<file path="config.mk">
export PLATFORM = sky130hd
export DESIGN_NAME = uart_tx_data_transfer
export DESIGN_NICKNAME = d
export VERILOG_FILES = /design/src/rtl/uart_tx_data_transfer.sv
export SDC_FILE = /design/constraint.sdc
export NUM_CORES = 1
export LEC_CHECK = 0
export CAP_MARGIN = 0
export CORE_MARGIN = 3
export CORE_UTILIZATION = 56
export CTS_CLUSTER_DIAMETER = 150
export CTS_CLUSTER_SIZE = 40
export DETAILED_ROUTE_END_ITERATION = 8
export DONT_BUFFER_PORTS = 1
export GPL_ROUTABILITY_DRIVEN = 0
export PLACE_DENSITY = 0.86
export SLEW_MARGIN = 10
export SYNTH_ARGS = -nofsm -noshare
export SYNTH_HDL_FRONTEND = slang
export SYNTH_SLANG_ARGS = --single-unit
export TNS_END_PERCENT = 10
</file>
<file path="constraint.sdc">
create_clock -name Clk -period 1.9 [get_ports Clk]
set_input_delay 0.19 -clock Clk [delete_from_list [all_inputs] [get_ports Clk]]
set_output_delay 0.19 -clock Clk [all_outputs]
set_load 0.02 [all_outputs]
</file>
<file path="src/rtl/uart_tx_data_transfer.sv">
// ---------------------------------------------------------------------------
// uart_tx_data_transfer
//
// Self-contained UART test-pattern source for board bring-up. A free-running
// period timer requests a transmission every SEND_PERIOD clocks. Each request
// sends the current Data_byte as one 8N1 frame, and the byte then increments.
//
// Optional build macro:
//   UART_TX_PARITY_EN - when defined, an even-parity bit (XOR of the 8 data
//                       bits) is inserted between the data bits and the stop
//                       bit, giving an 11-bit frame. When undefined the frame
//                       is plain 8N1 (10 bits).
//
// Ports:
//   Clk        in   1  system clock
//   Reset_n    in   1  asynchronous reset, active HIGH despite the name
//   Uart_tx    out  1  serial line, idle high, registered
//   Tx_done    out  1  one-cycle pulse when a frame completes
//   Uart_state out  1  high while a frame is being sent
//   Data_byte  out  8  byte currently being sent, or the next one to send
// ---------------------------------------------------------------------------
module uart_tx_data_transfer #(
  parameter int         CLK_FREQ    = 50_000_000,
  parameter int         BAUD        = 115200,
  parameter int         SEND_PERIOD = 500_000,
  parameter logic [7:0] START_BYTE  = 8'h00
) (
  input  logic       Clk,
  input  logic       Reset_n,
  output logic       Uart_tx,
  output logic       Tx_done,
  output logic       Uart_state,
  output logic [7:0] Data_byte
);

  localparam int BAUD_DIV = CLK_FREQ / BAUD;
  localparam int BAUD_W   = $clog2(BAUD_DIV + 1);
  localparam int TIMER_W  = $clog2(SEND_PERIOD + 1);

  localparam logic [BAUD_W-1:0]  BAUD_LAST  = BAUD_W'(BAUD_DIV - 1);
  localparam logic [TIMER_W-1:0] TIMER_LAST = TIMER_W'(SEND_PERIOD - 1);

  typedef enum logic [2:0] {
    ST_IDLE   = 3'd0,
    ST_START  = 3'd1,
    ST_DATA   = 3'd2,
`ifdef UART_TX_PARITY_EN
    ST_PARITY = 3'd4,
`endif
    ST_STOP   = 3'd3
  } state_t;

  state_t state_reg, state_next;

  logic [TIMER_W-1:0] timer_reg;
  logic [BAUD_W-1:0]  baud_cnt_reg, baud_cnt_next;
  logic [2:0]         bit_idx_reg, bit_idx_next;
  logic [7:0]         shift_reg, shift_next;
  logic [7:0]         data_reg, data_next;
  logic               pending_reg, pending_next;
  logic               tx_reg, tx_next;
  logic               done_reg, done_next;
  logic               busy_reg, busy_next;
`ifdef UART_TX_PARITY_EN
  logic               parity_reg, parity_next;
`endif

  logic req_pulse;   // period timer hit its last count this cycle
  logic start_req;   // fresh or held-over request
  logic bit_end;     // last clock of the current bit
  logic frame_end;   // last clock of the stop bit

  assign req_pulse = (timer_reg == TIMER_LAST);
  assign start_req = req_pulse | pending_reg;
  assign bit_end   = (baud_cnt_reg == BAUD_LAST);
  assign frame_end = (state_reg == ST_STOP) && bit_end;

  // Period timer: free-running 0..SEND_PERIOD-1 from reset release.
  always_ff @(posedge Clk or posedge Reset_n) begin
    if (Reset_n) begin
      timer_reg <= '0;
    end else if (req_pulse) begin
      timer_reg <= '0;
    end else begin
      timer_reg <= timer_reg + 1'b1;
    end
  end

  // FSM state register.
  always_ff @(posedge Clk or posedge Reset_n) begin
    if (Reset_n) begin
      state_reg <= ST_IDLE;
    end else begin
      state_reg <= state_next;
    end
  end

  // FSM next-state logic.
  always_comb begin
    state_next = state_reg;
    case (state_reg)
      ST_IDLE:  if (start_req) state_next = ST_START;
      ST_START: if (bit_end)   state_next = ST_DATA;
      ST_DATA: begin
        if (bit_end && (bit_idx_reg == 3'd7)) begin
`ifdef UART_TX_PARITY_EN
          state_next = ST_PARITY;
`else
          state_next = ST_STOP;
`endif
        end
      end
`ifdef UART_TX_PARITY_EN
      ST_PARITY: if (bit_end) state_next = ST_STOP;
`endif
      ST_STOP:  if (bit_end)   state_next = ST_IDLE;
      default:  state_next = ST_IDLE;
    endcase
  end

  // FSM outputs. The line level is derived from the current state and then
  // registered, so the line trails the state by one clock and never glitches.
  always_comb begin
    tx_next   = 1'b1;
    done_next = frame_end;
    busy_next = (state_next != ST_IDLE);
    case (state_reg)
      ST_START:  tx_next = 1'b0;
      ST_DATA:   tx_next = shift_reg[0];
`ifdef UART_TX_PARITY_EN
      ST_PARITY: tx_next = parity_reg;
`endif
      default:   tx_next = 1'b1;
    endcase
  end

  // Datapath next values: bit timing, shifter, byte counter, request hold.
  always_comb begin
    baud_cnt_next = baud_cnt_reg + 1'b1;
    bit_idx_next  = bit_idx_reg;
    shift_next    = shift_reg;
    data_next     = data_reg;
`ifdef UART_TX_PARITY_EN
    parity_next   = parity_reg;
`endif
    // A request arriving while busy is remembered once; any further requests
    // before the transmitter goes idle collapse into the same pending flag.
    pending_next  = (state_reg == ST_IDLE) ? 1'b0 : (pending_reg | req_pulse);

    if ((state_reg == ST_IDLE) || bit_end) begin
      baud_cnt_next = '0;
    end

    if (state_reg == ST_IDLE) begin
      bit_idx_next = 3'd0;
      if (start_req) begin
        shift_next  = data_reg;
`ifdef UART_TX_PARITY_EN
        parity_next = ^data_reg;
`endif
      end
    end else if ((state_reg == ST_DATA) && bit_end) begin
      bit_idx_next = bit_idx_reg + 3'd1;
      shift_next   = {1'b0, shift_reg[7:1]};
    end

    if (frame_end) begin
      data_next = data_reg + 8'd1;
    end
  end

  always_ff @(posedge Clk or posedge Reset_n) begin
    if (Reset_n) begin
      baud_cnt_reg <= '0;
      bit_idx_reg  <= 3'd0;
      shift_reg    <= 8'h00;
      data_reg     <= START_BYTE;
      pending_reg  <= 1'b0;
      tx_reg       <= 1'b1;
      done_reg     <= 1'b0;
      busy_reg     <= 1'b0;
`ifdef UART_TX_PARITY_EN
      parity_reg   <= 1'b0;
`endif
    end else begin
      baud_cnt_reg <= baud_cnt_next;
      bit_idx_reg  <= bit_idx_next;
      shift_reg    <= shift_next;
      data_reg     <= data_next;
      pending_reg  <= pending_next;
      tx_reg       <= tx_next;
      done_reg     <= done_next;
      busy_reg     <= busy_next;
`ifdef UART_TX_PARITY_EN
      parity_reg   <= parity_next;
`endif
    end
  end

  assign Uart_tx    = tx_reg;
  assign Tx_done    = done_reg;
  assign Uart_state = busy_reg;
  assign Data_byte  = data_reg;

endmodule

</file>
After elaboration in Yosys (flattened, before gate mapping)

Index checks and enable logic that the tools add are counted.

Register bits after elaboration: 54
Output and inout port bits: 11

Add/subtract/negate cells: 4
Equality and inequality tests: 7
Mux-type cells: 14
Bitwise logic cells: 1
Reductions and logical operators: 8

Operators with widths:

| operator                                            | count |
|---|---|
| 2-to-1 mux 8 bit                                    | 3 |
| adder 19 x 1 -> 19 bit, second input constant       | 1 |
| equality test 19 bit, second input constant         | 1 |
| 2-to-1 mux 19 bit                                   | 1 |
| 2-to-1 mux 3 bit                                    | 6 |
| case mux 3 bit (4 select lines)                     | 1 |
| adder 9 x 1 -> 9 bit, second input constant         | 1 |
| equality test 9 bit, second input constant          | 1 |
| 2-to-1 mux 9 bit                                    | 1 |
| adder 8 x 1 -> 8 bit, second input constant         | 1 |
| equality test 3 x 2 -> 1 bit, second input constant | 2 |
| adder 3 x 1 -> 3 bit, second input constant         | 1 |
| equality test 3 x 1 -> 1 bit, second input constant | 1 |
| equality test 3 bit, second input constant          | 1 |
| logical AND 1 bit                                   | 3 |
| zero test 3 bit                                     | 1 |
| nonzero test 3 bit                                  | 1 |
| inequality test 2 bit, second input constant        | 1 |
| case mux 1 bit (2 select lines)                     | 1 |
| AND reduction 2 bit                                 | 1 |
| nonzero test 2 bit                                  | 1 |
| logical OR 1 bit                                    | 1 |
| 2-to-1 mux 1 bit                                    | 1 |
| OR 1 bit                                            | 1 |

Logic depth before layout (Yosys ltp)

Gate-level depths: netlist of the first run.

Word-level depth: 5
Mapped depth: 8
Depth with buffers taken out: 7

Worst setup path before layout of the first run

OpenSTA, ideal clock, no wires.

Kind: register -> register
Start: register baud_cnt_reg[1]
End: register data_reg[7], in the netlist Data_byte[7]
Library setup time: 0.080 ns
Data arrival time: 1.947 ns
Slack: -0.127 ns
Cell stages (with the launch flop): 8
Buffers on the path: 0
Period minus slack after synthesis: 2.027 ns
Path through: dfrtp_1 -> inv_1 -> ha_1 -> nand4b_1 -> or4_4 -> or4_4 -> nor2_2 -> xnor2_1

Word-level cells in the longest chain between the ends: 2

RTL lines:

| what                     | RTL line | RTL |
|---|---|---|
| start: declaration       | 56       | `logic [BAUD_W-1:0] baud_cnt_reg, baud_cnt_next;` |
| start signal: assignment | 186      | `baud_cnt_reg <= baud_cnt_next;` |
| equality test 9 bit      | 75       | `assign bit_end = (baud_cnt_reg == BAUD_LAST);` |
| logical AND 1 bit        | 76       | `assign frame_end = (state_reg == ST_STOP) && bit_end;` |
| end signal: assignment   | 189      | `data_reg <= data_next;` |
| end: declaration         | 59       | `logic [7:0] data_reg, data_next;` |

Every way passes these cells.
A chain may end at the register's enable or synchronous reset.

Worst setup path in the final report of the first run

Ends and elaborated chain as after synthesis.

==> results.json, run 1 <==
{
  "status": "finished, violations left",
  "violations": "setup timing",
  "grt.overflow.total": 0,
  "hold_viol": 0,
  "core_mm2": 0.004115,
  "design_area_mm2": 0.002795,
  "postPlaceCellArea_mm2": 0.002656,
  "synthFlopType": "dfrtp_1",
  "io_pins": 13,
  "wirelength_um": 4555,
  "async_flop_share": 1.000,
  "multiInputGateArea_mm2": 0.001032,
  "grt_max_degree": 35,
  "start_kind": "flop",
  "slew_headroom": 0.6602,
  "insertion_delay_ns": 0.32,
  "clk_pin_slew_ns": 0.10,
  "layout_common_cells": "dfrtp_1 (53), nor2_1 (33), buf_4 (20)",
  "die_h_um": 72.21,
  "yosys_warnings": 0,
  "drt_iter0_markers": 121,
  "grt_usage": 0.1998,
  "timing.final.ws_setup_ns": -0.09797,
  "synth_edf_count": 0,
  "required_ns": 2.14,
  "p_leak_nw": 1.310,
  "first_global_vias": 1745,
  "dp_hpwl_um": 3291,
  "cts_buffers": 5,
  "path_buf_inv": 1,
  "firstDrtPassIters": 5,
  "worstSetupEndpointType": "flop",
  "synth_cell_types": 38,
  "syn_area_per_cell_um2": 10.49,
  "fillCellCount": 285,
  "holdWs_ns": 0.3301,
  "worstRegToRegCells": 7,
  "crit_fanout": 2,
  "routedWlPerCell_um": 14.79,
  "worstPathCellList": "inv_1, ha_1, nand4b_1, or4_4, or4_4, nor2_4, xnor2_2",
  "critPathKind": "flop to flop",
  "drive_above_1_share": 0.1473,
  "max-cap-violations": 0,
  "dieArea_mm2": 0.005214,
  "fmax_ghz": 0.5005,
  "fin_crit_sh": 1.052,
  "netlist_instances": 234,
  "syn_to_final_growth_pct": 13.86,
  "final_common_cell": "dfrtp_1",
  "initial_core_util": 0.5965,
  "worst_slew_pin_slew_ns": 0.5057,
  "viasPerCell": 5.601,
  "synth_seq_area_share": 0.5510,
  "grt_pass1_wl_um": 8010,
  "register_area_mm2": 0.001353,
  "setup_violations": 2,
  "vdd_ir_drop_max_uv": 294.8,
  "num_antenna_cells": 0,
  "port_buffers": 0,
  "cp.arrival_ns": 2.23,
  "clk_path_buf_depth": 2,
  "fp.dieW_um": 72.21,
  "ys_seq_elements": 54,
  "critPathMostFrequentCell": "or4_4",
  "skew_ns": 0.01504,
  "cp.depth": 7,
  "largest_register_ffs": 19,
  "rsz0062_at_grt": "yes",
  "cts_tree": "built",
  "post-cts-setup-buffers": 0,
  "hold_class": "input pin to async pin",
  "antenna_found_initial": 0,
  "power.density_mw_per_mm2": 711.0,
  "crit_path_top_delay_cell": "or4_4",
  "fin_crit_ns": 1.998,
  "h-tree-depth": 2,
  "fin_nets": 265,
  "syn_nets": 242,
  "max_stage_delay_ns": 0.53,
  "slew_viol_final": 0,
  "rows": 23,
  "crit_family": "simple AND/OR/NAND/NOR gates",
  "clock-sinks": 54,
  "ant_nets": 0,
  "num_vias": 1725,
  "clock-root-buffer": "clkbuf_8",
  "synth_area_mm2": 0.002455,
  "drc": 0
}
kinds of logic after synthesis:
group                      count (synthesis)  share of synthesized area
and+or+nand+nor                           98                     0.2120
adders and majority gates                  6                    0.03058
AOI/OAI and AO/OA                         20                    0.04689
buffers and inverters                     21                    0.03567
xor gates and xnor gates                  32                     0.1142
muxes                                      2                   0.008155
other                                      1                   0.001528
DFF                                       54                     0.5510
per-layer routing:
| metal | vias to the layer above | GRT usage | routed length (um) | part of all wire |
|---|---|---|---|---|
| met1 | 850 | 0.2541 | 2047 | 0.45 |
| li1 | 831 | - | - | - |
| met3 | 9 | 0.05540 | 184 | 0.040 |
| met4 | 0 | 0.07933 | 92 | 0.020 |
| met2 | 35 | 0.3236 | 2230 | 0.49 |
| met5 | - | 0 | 0 | 0 |
path summary, 6_finish.rpt:
kind	startpoint	endpoint	slack (ns)
worst max-delay path	baud_cnt_reg[1]$_DFF_PP0_	Data_byte[7]$_DFFE_PP0P_	-0.1
worst min-delay path	Reset_n	Uart_state$_DFF_PP0_	0.33
worst max register to register	baud_cnt_reg[1]$_DFF_PP0_	Data_byte[7]$_DFFE_PP0P_	-0.1
worst min register to register	timer_reg[0]$_DFF_PP0_	timer_reg[0]$_DFF_PP0_	0.50
max in group asynchronous	Reset_n	bit_idx_reg[0]$_DFFE_PP0P_	1.04
min in group Clk	timer_reg[0]$_DFF_PP0_	timer_reg[0]$_DFF_PP0_	0.50
report_power, final:
part	internal (mW)	leakage, nW	switching, mW
sequential	1.15	0.732	0.00314
clock	0.396	0.0554	0.370
combinational	0.0234	0.523	0.0407
total	1.57	1.31	0.414
synth_stat cells (5+ instances only):
master / instances / share of area
a21oi_1: 8 / 0.016
and3_1: 5 / 0.013
dfrtp_1: 53 / 0.54
ha_1: 6 / 0.031
inv_1: 15 / 0.023
nand2_1: 15 / 0.023
nand3_1: 16 / 0.033
nand4_1: 6 / 0.015
nor2_1: 33 / 0.050
o22ai_1: 7 / 0.018
xnor2_1: 18 / 0.064
xor2_1: 14 / 0.050
cell type report:
| class | instances | share of cell area |
|---|---|---|
| well taps | 50 | 0.02238 |
| inverters | 15 | 0.02014 |
| repair buffers | 22 | 0.06446 |
| clock buffers | 6 | 0.02596 |
| flip-flops and latches | 54 | 0.4839 |
| multi-input cells | 159 | 0.3693 |
| clock inverters | 2 | 0.01388 |
stage by stage:
| stage | setup TNS [ns] | power, mW | std cells | util | setup slack, ns |
|---|---|---|---|---|---|
| after CTS | -0.1494 | 2.001 | 308 | 0.6780 | -0.09840 |
| after floorplan | -0.05589 | 1.216 | 234 | - | -0.04145 |
| final | -0.1517 | 1.987 | 308 | 0.6792 | -0.09797 |
| after global routing | -0.3215 | 2.065 | 308 | 0.6792 | -0.1922 |
| after global placement | 0 | 1.242 | 299 | 0.6455 | 0.002409 |
| after detailed placement | -0.07784 | 1.244 | 299 | 0.6455 | -0.07164 |
what timing repair did:
item                                    4_1_cts  5_1_grt
gates resized for setup                       2        1
gates cloned                                  0        0
hold buffers                                  1        0
endpoints found under the hold margin        19        0
endpoints found under the setup margin        2        5
Power figures use the tool's default switching activity.
==> run 2: changes to the inputs <==
--- a/config.mk
+++ b/config.mk
@@ -14,8 +14,9 @@
 export DONT_BUFFER_PORTS = 1
 export GPL_ROUTABILITY_DRIVEN = 0
 export PLACE_DENSITY = 0.86
+export SETUP_SLACK_MARGIN = 0.05
 export SLEW_MARGIN = 10
 export SYNTH_ARGS = -nofsm -noshare
 export SYNTH_HDL_FRONTEND = slang
 export SYNTH_SLANG_ARGS = --single-unit
-export TNS_END_PERCENT = 10
+export TNS_END_PERCENT = 50
==> run 2 against run 1 <==
The run still ends with setup timing left. Count of clock-buffer cells in the layout stayed put. Hold slack better by 0.0047 ns. Setup slack better by 0.0062 ns. Critical path depth stayed put. Final cell count is 0.32% higher. Via count is 0.99% higher. First-iteration DRC count is 9.9% higher. Sequential cell count stayed put. Sequential power hardly changed. Sequential share of layout area is 0.17 points lower. Critical path type unchanged. Largest cell class unchanged.
==> results.json, run 2 (synthesis results as in run 1) <==
{
  "status": "finished, violations left",
  "violations": "setup timing",
  "design_area_mm2": 0.002805,
  "max-cap-violations": 0,
  "dieArea_mm2": 0.005214,
  "dp_cells": 299,
  "vdd_ir_drop_max_uv": 295.9,
  "setup_violations": 2,
  "power.density_mw_per_mm2": 709.0,
  "drc": 0,
  "fin_crit_ns": 1.992,
  "die_h_um": 72.21,
  "fmax_ghz": 0.5021,
  "seqPwrFrac": 0.582,
  "largest_register_ffs": 19,
  "cp.depth": 7,
  "slew_viol_final": 0,
  "syn_to_final_growth_pct": 14.27,
  "reg2reg_from": "baud_cnt_reg[1]$_DFF_PP0_",
  "cp-endpoint": "Data_byte[7]$_DFFE_PP0P_",
  "reg2reg_to": "Data_byte[7]$_DFFE_PP0P_",
  "ant_nets": 0,
  "wirelength_um": 4580,
  "p_leak_nw": 1.316,
  "final_cells": 309,
  "fin_crit_sh": 1.048,
  "hold_viol": 0,
  "crit_family": "simple AND/OR/NAND/NOR gates",
  "rows": 23,
  "path_buf_inv": 1,
  "pwr-share-clk": 0.384,
  "first_global_vias": 1745,
  "grt_pass1_wl_um": 8010,
  "start_kind": "flop",
  "fillCellCount": 287,
  "clk_pin_slew_ns": 0.10,
  "firstDrtPassIters": 4,
  "clock-sinks": 54,
  "rsz0062_at_grt": "yes",
  "slew_headroom": 0.6701,
  "worst_slew_pin_slew_ns": 0.4911,
  "initial_core_util": 0.5965,
  "dp_hpwl_um": 3291,
  "cp.arrival_ns": 2.23,
  "antenna_found_initial": 0,
  "fp.dieW_um": 72.21,
  "insertion_delay_ns": 0.31,
  "crit_fanout": 2,
  "power.net_switching_uw": 412.8,
  "startpoint": "baud_cnt_reg[1]$_DFF_PP0_",
  "h-tree-depth": 2,
  "critPathKind": "flop to flop",
  "crit_path_top_delay_cell": "or4_4",
  "critPathMostFrequentCell": "or4_4",
  "fin_nets": 266,
  "layout_common_cells": "dfrtp_1 (53), nor2_1 (32), buf_4 (21)",
  "viasPerCell": 5.638,
  "final_util": 0.6817,
  "grt_max_degree": 35,
  "timing.final.ws_setup_ns": -0.09179,
  "io_pins": 13,
  "required_ns": 2.14,
  "clk_path_buf_depth": 2,
  "skew_ns": 0.01333,
  "tns_ns": -0.1421,
  "num_antenna_cells": 0,
  "worstSetupEndpointType": "flop",
  "grt.overflow.total": 0,
  "num_vias": 1742,
  "postPlaceCellArea_mm2": 0.002656,
  "port_buffers": 0,
  "grt_usage": 0.1998,
  "hold_class": "input pin to async pin",
  "r2r_setup_slack_ns": -0.09,
  "drt_iter0_markers": 133,
  "clock-root-buffer": "clkbuf_8",
  "final_common_cell": "dfrtp_1",
  "swShare": 0.2075,
  "max_stage_delay_ns": 0.53,
  "p_int_mw": 1.576,
  "worstRegToRegCells": 7,
  "routedWlPerCell_um": 14.82,
  "p_comb_frac": 0.034,
  "drive_above_1_share": 0.1544,
  "core_mm2": 0.004115,
  "worstPathCellList": "inv_1, ha_1, nand4b_1, or4_4, or4_4, nor2_4, xnor2_2",
  "cts_buffers": 5,
  "holdWs_ns": 0.3348,
  "cts_tree": "built"
}
run 2: cell count changes in the layout (fill, tap and decap cells not counted):
| cell | previous run | this run |
|---|---|---|
| and2_0 | 1 | 0 |
| and2_1 | 0 | 1 |
| buf_4 | 20 | 21 |
| nor2_1 | 33 | 32 |
| nor2_2 | 0 | 1 |
run 2: how the worst min path moves through the flow:
stage / from / to / depth (start not counted)
after global routing: Reset_n / Uart_state$_DFF_PP0_ / 2
after CTS: Reset_n / Uart_state$_DFF_PP0_ / 2
final: Reset_n / Uart_state$_DFF_PP0_ / 2
after detailed placement: Reset_n / timer_reg[9]$_DFF_PP0_ / 1
after global placement: Reset_n / timer_reg[9]$_DFF_PP0_ / 1
after floorplan: timer_reg[17]$_DFF_PP0_ / timer_reg[17]$_DFF_PP0_ / 1
run 2: layout make-up:
type | instances | area (um^2) | share of cell area
Inverter | 15 | 56.30 | 0.02007
Multi-Input combinational cell | 159 | 1035 | 0.3689
Clock inverter | 2 | 38.79 | 0.01383
Sequential cell | 54 | 1353 | 0.4822
Timing Repair Buffer | 23 | 187.7 | 0.06690
Tap cell | 50 | 62.56 | 0.02230
Clock buffer | 6 | 72.57 | 0.02587
run 2: worst reg2reg max path, stage by stage, from the launching register on:
cell and delay [ns]:
dfrtp_1 0.39, inv_1 0.06, ha_1 0.14, nand4b_1 0.13, or4_4 0.45, or4_4 0.53, nor2_4 0.12, xnor2_2 0.11
run 2: repair_timing:
action / CTS / global route
pin swaps: 0 / 1
resized for setup: 2 / 3
setup endpoints to repair: 2 / 11
setup buffers: 0 / 1
hold buffers: 1 / 0
endpoints found under the hold margin: 19 / 0
run 2: per-layer routing:
| layer | GRT usage | wire length [um] |
|---|---|---|
| met1 | 0.2541 | 2076 |
| met2 | 0.3236 | 2242 |
| met3 | 0.05540 | 154 |
| met4 | 0.07933 | 106 |
| met5 | 0 | 0 |
run 2: power groups by stage:
stage          Clock [mW]  Sequential (mW)  Combinational, mW
6_report            0.763             1.16             0.0678
5_1_grt             0.832             1.16             0.0781
4_1_cts             0.777             1.16             0.0660
3_5_place_dp            0             1.18             0.0639
3_3_place_gp            0             1.18             0.0617
2_1_floorplan           0             1.18             0.0323
run 2: through the flow:
step | power, mW | setup WS [ns]
after floorplan | 1.216 | -0.04145
after CTS | 2.001 | -0.09840
final | 1.989 | -0.09179
after detailed placement | 1.244 | -0.07164
after global placement | 1.242 | 0.002409
after global routing | 2.069 | -0.1882
==> run 3: changes to the inputs <==
--- a/config.mk
+++ b/config.mk
@@ -7,14 +7,14 @@
 export LEC_CHECK = 0
 export CAP_MARGIN = 0
 export CORE_MARGIN = 3
-export CORE_UTILIZATION = 56
+export CORE_UTILIZATION = 59
+export CTS_BUF_LIST = sky130_fd_sc_hd__clkbuf_8
 export CTS_CLUSTER_DIAMETER = 150
 export CTS_CLUSTER_SIZE = 40
 export DETAILED_ROUTE_END_ITERATION = 8
 export DONT_BUFFER_PORTS = 1
 export GPL_ROUTABILITY_DRIVEN = 0
-export PLACE_DENSITY = 0.86
-export SETUP_SLACK_MARGIN = 0.05
+export PLACE_DENSITY = 0.9
 export SLEW_MARGIN = 10
 export SYNTH_ARGS = -nofsm -noshare
 export SYNTH_HDL_FRONTEND = slang
==> run 3 against run 2 <==
The run still ends with setup timing left. Combinational power fell by 5.9%. Clock skew fell by 0.0044 ns. Global-route usage rose by 1.9 points. Final area rose by 0.58%. Clock power fell by 2%. Critical path depth did not move. Maximum frequency fell by 1.3%. Sequential power barely moved. Register-to-register slack got worse by 0.03 ns. Critical endpoint unchanged. Highest routed layer unchanged.
==> results.json, run 3 (synthesis results as in run 1) <==
{
  "initial_core_util": 0.6416,
  "dp_hpwl_um": 3486,
  "dieArea_mm2": 0.004971,
  "worstRegToRegCells": 7,
  "drc": 0,
  "fin_nets": 268,
  "antenna_found_initial": 0,
  "hold_viol": 0,
  "rows": 22,
  "crit_path_top_delay_cell": "or4_4",
  "critPathKind": "flop to flop",
  "h-tree-depth": 2,
  "routedWlPerCell_um": 16.27,
  "tns_ns": -0.1840,
  "power.density_mw_per_mm2": 698.8,
  "crit_family": "simple AND/OR/NAND/NOR gates",
  "rsz0062_at_grt": "yes",
  "holdWs_ns": 0.4955,
  "first_global_vias": 1794,
  "worstSetupEndpointType": "flop",
  "path_buf_inv": 1,
  "ant_nets": 0,
  "final_util": 0.7374,
  "num_antenna_cells": 0,
  "final_common_cell": "dfrtp_1",
  "slew_headroom": 0.5634,
  "p_leak_nw": 1.320,
  "worstPathCellList": "inv_1, ha_2, nand4b_1, or4_4, or4_4, nor2_4, xnor2_2",
  "num_vias": 1785,
  "skew_ns": 0.008915,
  "reg2reg_from": "baud_cnt_reg[1]$_DFF_PP0_",
  "final_cells": 309,
  "clk_path_buf_depth": 2,
  "fin_crit_ns": 2.018,
  "max_stage_delay_ns": 0.53,
  "clock-root-buffer": "clkbuf_8",
  "cp.arrival_ns": 2.25,
  "grt_usage": 0.2187,
  "reg2reg_to": "Data_byte[7]$_DFFE_PP0P_",
  "timing.final.ws_setup_ns": -0.1177,
  "io_pins": 13,
  "fp.dieW_um": 70.51,
  "slew_viol_final": 0,
  "insertion_delay_ns": 0.31,
  "cts_tree": "built",
  "hold_class": "flop to flop",
  "clock-sinks": 54,
  "grt_max_degree": 55,
  "clk_pin_slew_ns": 0.09,
  "required_ns": 2.13,
  "violations": "setup timing",
  "status": "finished, violations left",
  "core_mm2": 0.003826,
  "die_h_um": 70.51,
  "hold_depth": 1,
  "firstDrtPassIters": 4,
  "largest_register_ffs": 19,
  "dp_cells": 298,
  "viasPerCell": 5.777,
  "syn_to_final_growth_pct": 14.93,
  "drive_above_1_share": 0.1686,
  "wirelength_um": 5027,
  "crit_fanout": 2,
  "grt_pass1_wl_um": 8576,
  "port_buffers": 0,
  "layout_common_cells": "dfrtp_1 (53), nor2_1 (32), buf_4 (23)",
  "start_kind": "flop",
  "vdd_ir_drop_max_uv": 347.0,
  "critPathMostFrequentCell": "or4_4",
  "r2r_setup_slack_ns": -0.12,
  "fmax_ghz": 0.4956,
  "max-cap-violations": 0,
  "holdPathEnd": "timer_reg[0]$_DFF_PP0_",
  "grt.overflow.total": 0,
  "setup_violations": 2,
  "drt_iter0_markers": 179,
  "cp.depth": 7,
  "cts_buffers": 5,
  "min_from": "timer_reg[0]$_DFF_PP0_",
  "worst_slew_pin_slew_ns": 0.6549,
  "fin_crit_sh": 1.062
}
run 3: changes by cell type in the layout (fill, tap and decap cells not counted), sizes merged:
cell      before  now
buf           22   24
clkbuf         6    5
clkinv         1    0
clkinvlp       0    1
inv           15   16
run 3: layer usage:
layer,GRT usage,vias to the layer above,wire (um)
li1,-,836,-
met1,0.2846,883,2148
met2,0.3586,58,2552
met3,0.05755,8,273
met4,0.06809,0,53
met5,0,-,0
run 3: worst max-delay path by stage:
stage	slack, ns	endpoint	startpoint
2_1_floorplan	-0.04	Data_byte[7]$_DFFE_PP0P_	baud_cnt_reg[6]$_DFF_PP0_
3_3_place_gp	0.003	Data_byte[7]$_DFFE_PP0P_	baud_cnt_reg[6]$_DFF_PP0_
3_5_place_dp	-0.12	Data_byte[7]$_DFFE_PP0P_	baud_cnt_reg[6]$_DFF_PP0_
4_1_cts	-0.13	Data_byte[7]$_DFFE_PP0P_	baud_cnt_reg[6]$_DFF_PP0_
5_1_grt	-0.20	Data_byte[7]$_DFFE_PP0P_	baud_cnt_reg[1]$_DFF_PP0_
6_report	-0.12	Data_byte[7]$_DFFE_PP0P_	baud_cnt_reg[1]$_DFF_PP0_
run 3: metrics by stage:
stage	worst slack [ns]	area (um^2)	total power [mW]
2_1_floorplan	-0.04145	2455	1.216
3_3_place_gp	0.003449	2661	1.238
3_5_place_dp	-0.1183	2661	1.240
4_1_cts	-0.1284	2794	1.984
5_1_grt	-0.1954	2821	2.054
6_report	-0.1177	2821	1.972
run 3: timing repair:
action / 4_1_cts / 5_1_grt
hold buffers: 1 / 0
hold endpoints to repair: 53 / 0
pin swaps: 0 / 0
resized for setup: 2 / 4
buffers inserted: 0 / 2
setup endpoints to repair: 2 / 7
run 3: worst register-to-register path: cells and delay by family, from the launching register on:
family / cells / cell delay, ns
simple gates: 4 / 1.21
flops: 1 / 0.39
xor+xnor: 1 / 0.12
fa+ha+maj: 1 / 0.16
buf+inv: 1 / 0.06
run 3: final cells by class:
type                    instances  area, um^2
clock buffers                   5       68.82
clock inverters                 3       41.29
well taps                      48       60.06
inverters                      15       56.30
multi-input cells             159        1040
flip-flops and latches         54        1353
fillers                       223        1005
repair buffers                 25       202.7
run 3: power breakdown:
| part | internal, mW | switching (mW) |
|---|---|---|
| Sequential | 1.15 | 0.00358 |
| Clock | 0.388 | 0.362 |
| Combinational | 0.0235 | 0.0403 |
| Total | 1.57 | 0.406 |
